**config.mk**
```make
export PLATFORM = sky130hd
export DESIGN_NAME = maxpool_ctrl_flat
export DESIGN_NICKNAME = d
export VERILOG_FILES = /design/src/rtl/maxpool_ctrl_if.sv /design/src/rtl/maxpool_ctrl.sv /design/src/flat_wrapper.sv
export SDC_FILE = /design/constraint.sdc
export NUM_CORES = 1
export LEC_CHECK = 0
export ABC_AREA = 1
export BUFFER_PORTS_ARGS = -buffer_cell sky130_fd_sc_hd__clkbuf_2
export CAP_MARGIN = 20
export CORE_MARGIN = 2
export CORE_UTILIZATION = 40
export DETAILED_ROUTE_END_ITERATION = 10
export PLACE_DENSITY = 0.65
export SYNTH_ARGS = -nofsm -noshare
export SYNTH_HDL_FRONTEND = slang
export SYNTH_SLANG_ARGS = --single-unit
export TNS_END_PERCENT = 5
```
**constraint.sdc**
```tcl
create_clock -name clk -period 2.1 [get_ports clk]
set_input_delay 0 -clock clk [delete_from_list [all_inputs] [get_ports clk]]
set_output_delay 0 -clock clk [all_outputs]
set_load 0.01 [all_outputs]
```
**src/rtl/maxpool_ctrl_if.sv**
```systemverilog
// Handshake and sideband bundle between the maxpool sequencer and its environment.
// master: upstream/engine/downstream side; slave: the maxpool_ctrl sequencer.
interface maxpool_ctrl_if #(
  parameter int unsigned WIN_W = 4,
  parameter int unsigned CNT_W = 16
);
  // configuration
  logic             cfg_valid;
  logic             cfg_ready;
  logic             cfg_pool_en;
  logic [WIN_W-1:0] cfg_win_m1;
  logic [CNT_W-1:0] cfg_nwin_m1;
  // upstream pixel stream handshake
  logic             in_valid;
  logic             in_ready;
  logic             in_last;
  // engine input side
  logic             eng_valid;
  logic             eng_ready;
  logic [1:0]       eng_user;
  logic             eng_clken;
  // engine output side and downstream consumer
  logic             eng_m_valid;
  logic             eng_m_last;
  logic             dn_ready;
  // status
  logic             done;
  logic             err;

  modport master (
    output cfg_valid, cfg_pool_en, cfg_win_m1, cfg_nwin_m1,
    output in_valid, in_last, eng_ready, eng_m_valid, eng_m_last, dn_ready,
    input  cfg_ready, in_ready, eng_valid, eng_user, eng_clken, done, err
  );

  modport slave (
    input  cfg_valid, cfg_pool_en, cfg_win_m1, cfg_nwin_m1,
    input  in_valid, in_last, eng_ready, eng_m_valid, eng_m_last, dn_ready,
    output cfg_ready, in_ready, eng_valid, eng_user, eng_clken, done, err
  );
endinterface

```
**src/rtl/maxpool_ctrl.sv**
```systemverilog
// maxpool_ctrl: per-block sequencer in front of the maxpool engine.
// Gates the upstream beat stream into the engine, generates the per-beat
// user code (bypass / window-close), drives the engine clock-enable from
// downstream backpressure and reports block completion after the engine drains.
// Optional statistics outputs are enabled by defining MAXPOOL_CTRL_STATS_EN.
module maxpool_ctrl #(
  parameter int unsigned WIN_W            = 4,
  parameter int unsigned CNT_W            = 16,
  parameter int unsigned INDEX_IS_NOT_MAX = 0,
  parameter int unsigned INDEX_IS_MAX     = 1
) (
  input  logic                 clk,
  input  logic                 reset,
  maxpool_ctrl_if.slave        bus
`ifdef MAXPOOL_CTRL_STATS_EN
  ,
  output logic [CNT_W-1:0]     stat_beats,
  output logic [CNT_W-1:0]     stat_stalls
`endif
);

  typedef enum logic [1:0] {
    ST_IDLE  = 2'd0,
    ST_RUN   = 2'd1,
    ST_DRAIN = 2'd2
  } state_e;

  state_e           state_q, state_d;
  logic             pool_en_q, pool_en_d;
  logic [WIN_W-1:0] win_m1_q, win_m1_d;
  logic [CNT_W-1:0] nwin_m1_q, nwin_m1_d;
  logic [WIN_W-1:0] beat_cnt_q, beat_cnt_d;
  logic [CNT_W-1:0] win_cnt_q, win_cnt_d;
  logic             err_q, err_d;
  logic             done_q, done_d;

  logic             run;
  logic             cfg_acc;
  logic             fire;
  logic             win_end;
  logic             final_beat;
  logic             clken;
  logic [1:0]       user;

  // Per-cycle decode of the current beat position and handshakes
  always_comb begin
    run        = (state_q == ST_RUN) & ~reset;
    cfg_acc    = (state_q == ST_IDLE) & ~reset & bus.cfg_valid;
    fire       = run & bus.in_valid & bus.eng_ready;
    // bypass treats every beat as a complete window of length one
    win_end    = ~pool_en_q | (beat_cnt_q == win_m1_q);
    final_beat = win_end & (win_cnt_q == nwin_m1_q);
    clken      = ~reset & (bus.dn_ready | ~bus.eng_m_valid);
  end

  // Next-state and counter update
  always_comb begin
    state_d    = state_q;
    pool_en_d  = pool_en_q;
    win_m1_d   = win_m1_q;
    nwin_m1_d  = nwin_m1_q;
    beat_cnt_d = beat_cnt_q;
    win_cnt_d  = win_cnt_q;
    err_d      = err_q;
    done_d     = 1'b0;
    unique case (state_q)
      ST_IDLE: begin
        if (bus.cfg_valid) begin
          pool_en_d  = bus.cfg_pool_en;
          win_m1_d   = bus.cfg_win_m1;
          nwin_m1_d  = bus.cfg_nwin_m1;
          beat_cnt_d = '0;
          win_cnt_d  = '0;
          err_d      = 1'b0;
          state_d    = ST_RUN;
        end
      end
      ST_RUN: begin
        if (fire) begin
          if (final_beat) begin
            // counters are left alone so they never wrap past the block end
            state_d = ST_DRAIN;
            if (!bus.in_last) begin
              err_d = 1'b1;
            end
          end else if (bus.in_last) begin
            // early end-of-block: beat still goes to the engine, then drain
            err_d   = 1'b1;
            state_d = ST_DRAIN;
          end else if (win_end) begin
            beat_cnt_d = '0;
            win_cnt_d  = win_cnt_q + CNT_W'(1);
          end else begin
            beat_cnt_d = beat_cnt_q + WIN_W'(1);
          end
        end
      end
      ST_DRAIN: begin
        if (bus.eng_m_valid && bus.eng_m_last && clken) begin
          done_d  = 1'b1;
          state_d = ST_IDLE;
        end
      end
      default: begin
        state_d = ST_IDLE;
      end
    endcase
  end

  // State and counter registers with synchronous reset
  always_ff @(posedge clk) begin
    if (reset) begin
      state_q    <= ST_IDLE;
      pool_en_q  <= 1'b0;
      win_m1_q   <= '0;
      nwin_m1_q  <= '0;
      beat_cnt_q <= '0;
      win_cnt_q  <= '0;
      err_q      <= 1'b0;
      done_q     <= 1'b0;
    end else begin
      state_q    <= state_d;
      pool_en_q  <= pool_en_d;
      win_m1_q   <= win_m1_d;
      nwin_m1_q  <= nwin_m1_d;
      beat_cnt_q <= beat_cnt_d;
      win_cnt_q  <= win_cnt_d;
      err_q      <= err_d;
      done_q     <= done_d;
    end
  end

  // Per-beat user code presented alongside eng_valid
  always_comb begin
    user                   = 2'b00;
    user[INDEX_IS_NOT_MAX] = run & ~pool_en_q;
    user[INDEX_IS_MAX]     = run & pool_en_q & (beat_cnt_q == win_m1_q);
  end

  // Pass-through handshakes add no latency on the data path
  assign bus.cfg_ready = (state_q == ST_IDLE) & ~reset;
  assign bus.in_ready  = run & bus.eng_ready;
  assign bus.eng_valid = run & bus.in_valid;
  assign bus.eng_user  = user;
  assign bus.eng_clken = clken;
  assign bus.done      = done_q & ~reset;
  assign bus.err       = err_q & ~reset;

`ifdef MAXPOOL_CTRL_STATS_EN
  logic [CNT_W-1:0] stat_beats_q, stat_beats_d;
  logic [CNT_W-1:0] stat_stalls_q, stat_stalls_d;
  logic             stall;

  // Saturating fire and stall counters, frozen while idle
  always_comb begin
    stall         = (run & bus.in_valid & ~bus.eng_ready) |
                    ((state_q != ST_IDLE) & ~reset & bus.eng_m_valid & ~bus.dn_ready);
    stat_beats_d  = stat_beats_q;
    stat_stalls_d = stat_stalls_q;
    if (cfg_acc) begin
      stat_beats_d  = '0;
      stat_stalls_d = '0;
    end else begin
      if (fire && !(&stat_beats_q)) begin
        stat_beats_d = stat_beats_q + CNT_W'(1);
      end
      if (stall && !(&stat_stalls_q)) begin
        stat_stalls_d = stat_stalls_q + CNT_W'(1);
      end
    end
  end

  // Statistics registers
  always_ff @(posedge clk) begin
    if (reset) begin
      stat_beats_q  <= '0;
      stat_stalls_q <= '0;
    end else begin
      stat_beats_q  <= stat_beats_d;
      stat_stalls_q <= stat_stalls_d;
    end
  end

  assign stat_beats  = stat_beats_q;
  assign stat_stalls = stat_stalls_q;
`endif

endmodule

```
**src/flat_wrapper.sv**
```systemverilog
// flat-port wrapper written by rule: the top's interface ports become plain ports
module maxpool_ctrl_flat 
#(
  parameter int unsigned WIN_W            = 4,
  parameter int unsigned CNT_W            = 16,
  parameter int unsigned INDEX_IS_NOT_MAX = 0,
  parameter int unsigned INDEX_IS_MAX     = 1
)
  (clk, reset, bus_cfg_valid, bus_cfg_pool_en, bus_cfg_win_m1, bus_cfg_nwin_m1, bus_in_valid, bus_in_last, bus_eng_ready, bus_eng_m_valid, bus_eng_m_last, bus_dn_ready, bus_cfg_ready, bus_in_ready, bus_eng_valid, bus_eng_user, bus_eng_clken, bus_done, bus_err);
  maxpool_ctrl_if #(.WIN_W(WIN_W), .CNT_W(CNT_W)) bus_i ();
  input  logic clk;
  input  logic reset;
  input wire logic [$bits(bus_i.cfg_valid)-1:0] bus_cfg_valid;
  input wire logic [$bits(bus_i.cfg_pool_en)-1:0] bus_cfg_pool_en;
  input wire logic [$bits(bus_i.cfg_win_m1)-1:0] bus_cfg_win_m1;
  input wire logic [$bits(bus_i.cfg_nwin_m1)-1:0] bus_cfg_nwin_m1;
  input wire logic [$bits(bus_i.in_valid)-1:0] bus_in_valid;
  input wire logic [$bits(bus_i.in_last)-1:0] bus_in_last;
  input wire logic [$bits(bus_i.eng_ready)-1:0] bus_eng_ready;
  input wire logic [$bits(bus_i.eng_m_valid)-1:0] bus_eng_m_valid;
  input wire logic [$bits(bus_i.eng_m_last)-1:0] bus_eng_m_last;
  input wire logic [$bits(bus_i.dn_ready)-1:0] bus_dn_ready;
  output wire logic [$bits(bus_i.cfg_ready)-1:0] bus_cfg_ready;
  output wire logic [$bits(bus_i.in_ready)-1:0] bus_in_ready;
  output wire logic [$bits(bus_i.eng_valid)-1:0] bus_eng_valid;
  output wire logic [$bits(bus_i.eng_user)-1:0] bus_eng_user;
  output wire logic [$bits(bus_i.eng_clken)-1:0] bus_eng_clken;
  output wire logic [$bits(bus_i.done)-1:0] bus_done;
  output wire logic [$bits(bus_i.err)-1:0] bus_err;
  assign bus_i.cfg_valid = bus_cfg_valid;
  assign bus_i.cfg_pool_en = bus_cfg_pool_en;
  assign bus_i.cfg_win_m1 = bus_cfg_win_m1;
  assign bus_i.cfg_nwin_m1 = bus_cfg_nwin_m1;
  assign bus_i.in_valid = bus_in_valid;
  assign bus_i.in_last = bus_in_last;
  assign bus_i.eng_ready = bus_eng_ready;
  assign bus_i.eng_m_valid = bus_eng_m_valid;
  assign bus_i.eng_m_last = bus_eng_m_last;
  assign bus_i.dn_ready = bus_dn_ready;
  assign bus_cfg_ready = bus_i.cfg_ready;
  assign bus_in_ready = bus_i.in_ready;
  assign bus_eng_valid = bus_i.eng_valid;
  assign bus_eng_user = bus_i.eng_user;
  assign bus_eng_clken = bus_i.eng_clken;
  assign bus_done = bus_i.done;
  assign bus_err = bus_i.err;
  maxpool_ctrl #(.WIN_W(WIN_W), .CNT_W(CNT_W), .INDEX_IS_NOT_MAX(INDEX_IS_NOT_MAX), .INDEX_IS_MAX(INDEX_IS_MAX)) u_core (.clk(clk), .reset(reset), .bus(bus_i));
endmodule
```
==> reports/metrics.yaml <==
hold_slack_ns: 0.00266
relSlewSlack_pct: 69.5
die_h_um: 87.9
synth.area.top_cells: "dfxtp_1 (32%), nand2_1 (15%), nor2_1 (8.5%)"
p_switching_mw: 1.67
cp_top_family: "simple AND/OR/NAND/NOR gates"
share_comb_of_total_power_pct: 48.3
ys_ff_latch: 45
overflow: 0
drv_slew: 0
area_delta_synth_final_pct: 18.2
regToRegStartpoint: "u_core.win_cnt_q[7]"
die-area_um2: 7720
dr.pass1.iters: 4
synth_top_area_cell: "dfxtp_1"
cp-end-kind: "register"
rows: 30
core_um2: 6790
path_common_cell: "nand2_1"
vdd_drop_max_v: 0.000645
maxCapViolCount: 0
antenna_found_initial: 0
avgSynthCellArea_um2: 6.56
max_freq_mhz: 547
cp.arrival_ns: 2.02
ys_seq_area_share_pct: 32.0
drt-initial-drc-count: 181
p_seq_share_pct: 36.4
clock_latency_ns: 0.31
crit_required_ns: 2.30
layout_commonest_cell: "nand2_1"
cts_setup_buffers: 0
finalNetCount: 515
totalWireLength_mm: 6.51
crit_slowest_cell: "dfxtp_1"
finalHoldViolCount: 0
cts_tree: "built"
die_w_um: 87.9
start_util_pct: 41.4
finClkSkew_ns: 0.0155
gr-usage-all-layers_pct: 18.9
root_buffer: "clkbuf_8"
worstHoldStart: "bus_cfg_nwin_m1[7]"
synthesis.nets: 461
cp_num_buf_inv: 2
clockPowerShare_pct: 15.3
layout_common_cells: "nand2_1 (111), nor2_1 (64), dfxtp_1 (45)"
io_pins: 38
diodes: 0
p_leak_nw: 1.43
htreeDepth: 2
power.internal_mw: 1.99
setup_tns_ns: 0
viasPerCell: 4.75
period_share_pct: 87.0
drc_errors: 0
crit_path_start: "u_core.win_cnt_q[7]"
grt_max_degree: 40
critPathMaxFanout: 15
syn_inst: 429
grt_pass1_vias: 2647
numClockSinks: 45
power.share.switching_pct: 45.6
setup_ws_ns: 0.273
io_buffers: 37
powerDensity_nw_per_um2: 1100
place_hpwl_mm: 4.58
cts_made_buffers: 5
cts_buffer_depth: 2
hold_class: "in2reg"
status: "finished clean"
wl_per_cell_um: 11.2
path_clk_slew_ns: 0.09
via_count: 2756
pre_cts_ws_ns: 0.299
max_slew.worst_pin.slew_ns: 0.454
drive_gt1_share_pct: 18.2
start_kind: "register"
gp_congestion: 0.895
yosysWarnings: 0
ant_nets: 0
fillers: 709
synth_top_area_share_pct: 32.0
crit_chain: "inv_1, nand2_1, nand2_1, nor2_1, nand2_1, nor2_4, nand4_4, buf_4, a21oi_1, nor2_1"
syn-cell-area_um2: 2810
rsz0062_at_grt: "false"
min_period_ns: 1.83
synthDistinctLibCells: 32
critPathKind: "reg2reg"
setup_violations: 0
grt_pass1_wl_mm: 11.8
critPathMaxStageDelay_ns: 0.41
finalPower_mw: 3.65
[cell usage after synthesis]
cell	instances
a31oi_4	1
xor2_1	7
inv_1	41
nor3_1	11
nand2_1	111
o21ai_0	23
dfxtp_1	45
nand4_1	7
o21bai_1	1
nand2_2	4
buf_4	2
buf_2	1
a21oi_2	7
nor2_1	64
a21oi_1	33
a31o_2	1
buf_6	7
nor3b_1	2
nand3_1	26
a21oi_4	1
buf_1	1
clkbuf_1	5
clkinv_4	1
nand3_2	11
nand4_4	1
ha_1	2
xnor2_1	1
inv_2	7
nand3b_1	1
buf_12	1
nor2_4	2
clkbuf_2	1
[worst min-delay path, cell delays in order]
cell and delay, ns:
clkbuf_2 0.07, o21ai_0 0.08, a21oi_1 0.11
[cells by family after synthesis]
kind of cell	count (synthesis)	share of synthesized area, %
buf+inv	67	11.9
simple gates	240	38.6
xor+xnor	8	2.49
fa+ha+maj	2	0.889
flops	45	32.0
compound gates	67	14.1
[metrics by stage]
step / util (%) / cell area (µm²) / cells
after floorplan: - / 2810 / 429
after global placement: 44.5 / 3030 / 551
after detailed placement: 44.5 / 3030 / 551
after CTS: 49.0 / 3330 / 580
after global routing: 49.0 / 3330 / 580
final: 49.0 / 3330 / 580
[state kept, by name, indices dropped and copies added (netlist names)]
| signal | cells |
|---|---|
| u_core.win_m1_q | 4 |
| u_core.err_q | 1 |
| u_core.state_q | 2 |
| u_core.done_q | 1 |
| u_core.pool_en_q | 1 |
| u_core.beat_cnt_q | 4 |
| u_core.nwin_m1_q | 16 |
| u_core.win_cnt_q | 16 |
[layout make-up]
cell class	count	area [µm²]	share of cell area, %
Clock buffer	5	68.8	2.07
Clock inverter	3	21.3	0.640
Inverter	49	189	5.68
Multi-Input combinational cell	317	1580	47.4
Sequential cell	45	901	27.1
Tap cell	96	120	3.61
Timing Repair Buffer	65	448	13.5
[final timing paths]
kind	depth (start not counted)	to	slack (ns)
max	10	u_core.win_cnt_q[2]	0.27
min	3	u_core.nwin_m1_q[7]	0.003
max reg2reg	10	u_core.win_cnt_q[2]	0.27
min reg2reg	2	u_core.err_q	0.46
[power by group through the flow]
stage / logic [mW] / clock network (mW) / registers (mW)
2_1_floorplan: 1.53 / 0 / 1.28
3_5_place_dp: 1.74 / 0 / 1.34
6_report: 1.77 / 0.559 / 1.33
3_3_place_gp: 1.71 / 0 / 1.34
5_1_grt: 2.06 / 0.605 / 1.37
4_1_cts: 1.78 / 0.574 / 1.33
[layer usage]
layer  vias up  track usage (%)  wire length (µm)
met5         -                0                 0
met4         0             4.62                56
met3         6             3.68               266
met2        50             32.9              3050
met1      1229             24.0              3130
li1       1471                -                 -
[what timing repair did]
item                                   4_1_cts  5_1_grt
endpoints found under the hold margin       20        0
hold buffers                                21        0
gates resized for setup                      0        0
Power figures use the tool's default switching activity.
